File: config.mk
export PLATFORM = sky130hd
export DESIGN_NAME = scr1_scu_rst_req_ctrl
export DESIGN_NICKNAME = d
export VERILOG_FILES = /design/src/rtl/scr1_scu_rst_req_ctrl.sv
export SDC_FILE = /design/constraint.sdc
export NUM_CORES = 1
export LEC_CHECK = 0
export CAP_MARGIN = 40
export CORE_UTILIZATION = 45
export CTS_CLUSTER_SIZE = 16
export DETAILED_ROUTE_END_ITERATION = 16
export HOLD_SLACK_MARGIN = 0.03
export PLACE_DENSITY = 0.75
export SYNTH_ARGS = -nofsm -noshare
export SYNTH_HDL_FRONTEND = slang
export SYNTH_SLANG_ARGS = --single-unit
File: constraint.sdc
create_clock -name clk -period 2.6 [get_ports clk]
set_input_delay 0.39 -clock clk [delete_from_list [all_inputs] [get_ports clk]]
set_output_delay 0.39 -clock clk [all_outputs]
set_load 0.01 [all_outputs]
File: src/rtl/scr1_scu_rst_req_ctrl.sv
`default_nettype none
// ============================================================================
// Module   : scr1_scu_rst_req_ctrl
// Purpose  : Turns DM reset requests into minimum-width SCU reset pulses and
//            tracks core reset completion and timeouts.
// Revision : 1.0
// ============================================================================
module scr1_scu_rst_req_ctrl #(
    parameter int SCR1_RSTREQ_MIN_LEN = 8,
    parameter int SCR1_RSTREQ_TIMEOUT = 255
) (
    input  logic clk,
    input  logic pwrup_rst_n_sync,
    input  logic dm_ndmreset_req,
    input  logic dm_hartreset_req,
    input  logic core_rst_n,
    input  logic core_rst_n_qlfy,
    input  logic havereset_clr,
    output logic ndm_rst_n,
    output logic hart_rst_n,
    output logic havereset,
    output logic rst_busy,
    output logic rst_timeout
);
    localparam int MIN_W = $clog2(SCR1_RSTREQ_MIN_LEN + 1);
    localparam int TMO_W = $clog2(SCR1_RSTREQ_TIMEOUT + 1);

    localparam logic [MIN_W-1:0] c_min_max  = MIN_W'(SCR1_RSTREQ_MIN_LEN);
    localparam logic [MIN_W-1:0] c_min_last = MIN_W'(SCR1_RSTREQ_MIN_LEN - 1);
    localparam logic [TMO_W-1:0] c_tmo_max  = TMO_W'(SCR1_RSTREQ_TIMEOUT);
    localparam logic [TMO_W-1:0] c_tmo_last = TMO_W'(SCR1_RSTREQ_TIMEOUT - 1);

    typedef enum logic [1:0] {
        ST_IDLE    = 2'd0,
        ST_ASSERT  = 2'd1,
        ST_RELEASE = 2'd2
    } state_t;

    state_t           r_state;
    logic [1:0]       r_req_dly;   // [0] ndm, [1] hart
    logic             r_ndm_sel;
    logic             r_hart_sel;
    logic             r_core_seen;
    logic [MIN_W-1:0] r_min_cnt;
    logic [TMO_W-1:0] r_tmo_cnt;

    logic w_trig_ndm;
    logic w_trig_hart;
    logic w_seen;
    logic w_min_done;
    logic w_tmo_done;
    logic w_req_low;
    logic w_upgrade;
    logic w_core_up;

    assign w_trig_ndm  = dm_ndmreset_req  & ~r_req_dly[0];
    assign w_trig_hart = dm_hartreset_req & ~r_req_dly[1];
    // Decisions account for this cycle's count/observation so widths are exact.
    assign w_seen      = r_core_seen | ~core_rst_n;
    assign w_min_done  = (r_min_cnt >= c_min_last);
    assign w_tmo_done  = (r_tmo_cnt >= c_tmo_last);
    assign w_req_low   = (~r_ndm_sel  | ~dm_ndmreset_req) &
                         (~r_hart_sel | ~dm_hartreset_req);
    assign w_upgrade   = w_trig_ndm & r_hart_sel & ~r_ndm_sel;
    assign w_core_up   = core_rst_n & core_rst_n_qlfy;

    always_ff @(posedge clk or negedge pwrup_rst_n_sync) begin
        if (!pwrup_rst_n_sync) begin
            r_state     <= ST_IDLE;
            r_req_dly   <= 2'b00;
            r_ndm_sel   <= 1'b0;
            r_hart_sel  <= 1'b0;
            r_core_seen <= 1'b0;
            r_min_cnt   <= '0;
            r_tmo_cnt   <= '0;
            ndm_rst_n   <= 1'b1;
            hart_rst_n  <= 1'b1;
            havereset   <= 1'b1;
            rst_busy    <= 1'b0;
            rst_timeout <= 1'b0;
        end else begin
            r_req_dly <= {dm_hartreset_req, dm_ndmreset_req};
            if (havereset_clr) begin
                havereset <= 1'b0;
            end

            case (r_state)
                ST_IDLE: begin
                    ndm_rst_n  <= 1'b1;
                    hart_rst_n <= 1'b1;
                    if (w_trig_ndm || w_trig_hart) begin
                        r_state     <= ST_ASSERT;
                        r_ndm_sel   <= w_trig_ndm;
                        r_hart_sel  <= w_trig_hart;
                        r_core_seen <= 1'b0;
                        r_min_cnt   <= '0;
                        r_tmo_cnt   <= '0;
                        rst_timeout <= 1'b0;
                        rst_busy    <= 1'b1;
                        ndm_rst_n   <= ~w_trig_ndm;
                        hart_rst_n  <= ~w_trig_hart;
                    end
                end

                ST_ASSERT: begin
                    r_core_seen <= w_seen;
                    if (r_min_cnt < c_min_max) begin
                        r_min_cnt <= r_min_cnt + MIN_W'(1);
                    end
                    if (!w_seen && (r_tmo_cnt < c_tmo_max)) begin
                        r_tmo_cnt <= r_tmo_cnt + TMO_W'(1);
                    end

                    if (!w_seen && w_tmo_done) begin
                        r_state     <= ST_RELEASE;
                        r_tmo_cnt   <= '0;
                        rst_timeout <= 1'b1;
                        ndm_rst_n   <= 1'b1;
                        hart_rst_n  <= 1'b1;
                    end else if (w_upgrade) begin
                        r_ndm_sel <= 1'b1;
                        r_min_cnt <= '0;
                        ndm_rst_n <= 1'b0;
                    end else if (w_min_done && w_seen && w_req_low) begin
                        r_state    <= ST_RELEASE;
                        r_tmo_cnt  <= '0;
                        ndm_rst_n  <= 1'b1;
                        hart_rst_n <= 1'b1;
                    end
                end

                ST_RELEASE: begin
                    ndm_rst_n  <= 1'b1;
                    hart_rst_n <= 1'b1;
                    if (w_core_up) begin
                        r_state   <= ST_IDLE;
                        havereset <= 1'b1;
                        rst_busy  <= 1'b0;
                    end else if (w_tmo_done) begin
                        r_state     <= ST_IDLE;
                        rst_timeout <= 1'b1;
                        rst_busy    <= 1'b0;
                    end else if (r_tmo_cnt < c_tmo_max) begin
                        r_tmo_cnt <= r_tmo_cnt + TMO_W'(1);
                    end
                end

                default: begin
                    r_state    <= ST_IDLE;
                    rst_busy   <= 1'b0;
                    ndm_rst_n  <= 1'b1;
                    hart_rst_n <= 1'b1;
                end
            endcase
        end
    end
endmodule
`default_nettype wire

==> flow_summary_export.csv <==
group,metric,value,unit
die,dieHeight,59.7,um
synth,synth-main-ff-cell,"dfrtp_1",
synth,synth_top_area_cell,"dfrtp_1",
sta,rsz0062_at_grt,"no",
synth,synth_edf_count,0,
final_layout,syn_to_final_growth,14.9,%
outcome,status,"complete, no violations",
die,pin_count,12,
worst_setup_path,crit_type,"in2reg",
drt,post_drt_via_cell_ratio,6.01,
synth,yosysUniqueCellTypes,48,
cts,cts_buffers,3,
cts,cts_buffer_depth,2,
synth,synth_nets,176,
global_route,grt_first_pass_wirelength,6.05,mm
cts,cts_resized,0,
sta,tightest_slew,0.647,ns
placed_design,dpl.hpwl,2.75,mm
final_layout,drive_gt1_share,12.4,%
worst_setup_path,path_max_fanout,5,
worst_setup_path,critPathMaxStageDelay,0.48,ns
global_route,gr-usage-all-layers,22.8,%
drt,drtPass1Iterations,4,
global_route,grt_overflow,0,
worst_setup_path,r2r_slack,0.47,ns
final_layout,nNetsFinal,192,
global_route,grt_max_degree,16,
die,start_util,48.3,%
synth,ys_warn_count,0,
synth,synthXorXnorAreaFrac,1.75,%
drt,drc_errors,0,
cts,cts_hold_buf,0,
synth,async_flop_share,100,%
synth,synth_top_area_share,35.1,%
power,p_leak,0.000721,uW
die,die_x,59.7,um
synth,synthSimpleGateAreaFrac,21.5,%
cts,root_buffer,"clkbuf_4",
worst_setup_path,crit_family,"compound AO/OA/AOI/OAI gates",
die,die_area,3570,sq um
die,core-area,3100,sq um
power,power,1820,uW
synth,synth-seq-cells,24,
synth,synthTopCellsByArea,"dfrtp_1 35%, ha_1 5.8%, dfstp_2 5.3%",
synth,synth.avg_cell_area,9.25,sq um
final_layout,stdcell_area,1720,sq um
sta,fin_skew,0.00882,ns
synth,synth_seq_area_share,40.3,%
die,rows,20,
sta,finalHoldViolCount,0,
cts,cts_tree,"done",
worst_setup_path,critPathBufInv,1,
cts,path_clk_slew,0.14,ns
cts,htree_levels,1,
cts,cts.sinks,24,
drt,drtIter0Drc,57,
placed_design,place_congestion,0.993,
sta,post-route-period-util,85.0,%
sta,setup_viol,0,
sta,period_needed,2.21,ns
synth,synth_top_family_by_area,"compound AO/OA/AOI/OAI gates",
worst_setup_path,cpMaxStageDelayCell,"clkdlybuf4s50_1",
worst_setup_path,end_kind,"flop",
power,p_per_area,1060,nW/um^2
global_route,grt_pass1_vias,1296,
synth,netlist_area,1500,sq um
placed_design,port_buffers,11,
drt,vias,1328,
final_layout,final_cell_mix,"21 x nand2_1, 21 x dfrtp_1, 14 x nor2_1",
sta,hold_slack,0.448,ns
sta,drv_slew,0,
worst_setup_path,cp-start-kind,"input pin",
cts,cts_setup_buffers,0,
sta,max_slew_margin,56.3,%
synth,synth_compound_area_share,23.2,%
drt,wl,3.55,mm
sta,timing.fmax,0.453,GHz
worst_setup_path,arrival,2.43,ns
drt,ant_nets,0,
flow_run,drv_cap,0,
final_layout,num_antenna_cells,0,
hold_path,hold_class,"in2async",
global_route,grt_antenna_before_repair,0,
drt,wl_per_cell,16.0,um
worst_setup_path,crit_path_cell_trace,"clkdlybuf4s50_1, a22oi_1, nor4b_2, nor2_2, a311oi_2, mux2_1",
worst_setup_path,required,2.82,ns
sta,setup_tns,0,ns
cts,clock_latency,0.32,ns
synth,synthAdderAreaFrac,5.84,%
synth,syn_inst,162,
placed_design,placed_cell_area,1690,sq um
power,vdd_drop_max,0.715,mV
synth,synth_mux_area_share,3.67,%
-- state kept, by name, summed over array words and instances, names as in the netlist --
register     count
r_tmo_cnt        8
r_ndm_sel        1
rst_busy         1
r_core_seen      1
havereset        1
ndm_rst_n        1
r_min_cnt        4
hart_rst_n       1
r_state          2
r_hart_sel       1
rst_timeout      1
r_req_dly        2
-- layout make-up --
cell class / count / area, sq um
multi-input cells: 123 / 838
repair buffers: 17 / 155
inverters: 9 / 33.8
clock buffers: 4 / 36.3
fillers: 287 / 1380
flip-flops and latches: 24 / 604
well taps: 44 / 55.1
-- cells by family after synthesis --
logic type,after synthesis
XOR/XNOR,3
AO/OA/AOI/OAI,44
AND/OR/NAND/NOR,64
adder cells (fa/ha/maj),7
multiplexers,5
buffers and inverters,15
flip-flops,24
-- worst reg2reg max path, cell delays in order, from the launching register on --
cell,delay [ns]
dfrtp_1,0.43
inv_1,0.11
ha_1,0.18
nor2_1,0.09
or3_1,0.47
a311oi_2,0.40
mux2_1,0.37
-- metrics by stage --
| stage | utilization, % | setup WS, ns | std cells |
|---|---|---|---|
| after floorplan | - | 0.446 | 162 |
| after global placement | 54.4 | 0.220 | 217 |
| after detailed placement | 54.4 | 0.0780 | 217 |
| after CTS | 55.5 | 0.418 | 221 |
| after global routing | 55.5 | 0.313 | 221 |
| final | 55.5 | 0.390 | 221 |
-- synthesized netlist by cell type (all sizes together) (3+ instances only) --
cell type and number:
a311oi 4, nor2 15, nand3 9, o2111ai 3, o21ai 6, nor3 4, mux2 4, nand2b 3
o211ai 3, inv 9, ha 7, clkbuf 6, nand2 21, a21oi 6, dfrtp 21, dfstp 3
-- worst paths after layout --
| check | start | to | cells after the start |
|---|---|---|---|
| setup reg to reg | r_tmo_cnt[0] | r_state[0] | 6 |
| min in group clk | r_core_seen | r_core_seen | 2 |
| hold / removal | pwrup_rst_n_sync | r_state[1] | 1 |
| hold reg to reg | r_core_seen | r_core_seen | 2 |
| setup / recovery | dm_ndmreset_req | r_state[0] | 6 |
| max in group asynchronous | pwrup_rst_n_sync | r_tmo_cnt[7] | 2 |
-- routing by layer --
metal  part of all wire (%)  up-vias  track usage (%)
met3                    5.2       16             4.76
li1                       -      627                -
met1                     43      633             29.8
met5                      0        -                0
met4                    3.3        0             10.6
met2                     48       52             36.0
-- power by group --
group	total [uW]	switching [uW]	leakage, uW	internal, uW
combinational	1030	586	0.000399	449
clock	206	120	0.0000210	85.7
sequential	581	92.1	0.000301	489
No activity file was read; power rests on OpenSTA's default activity.
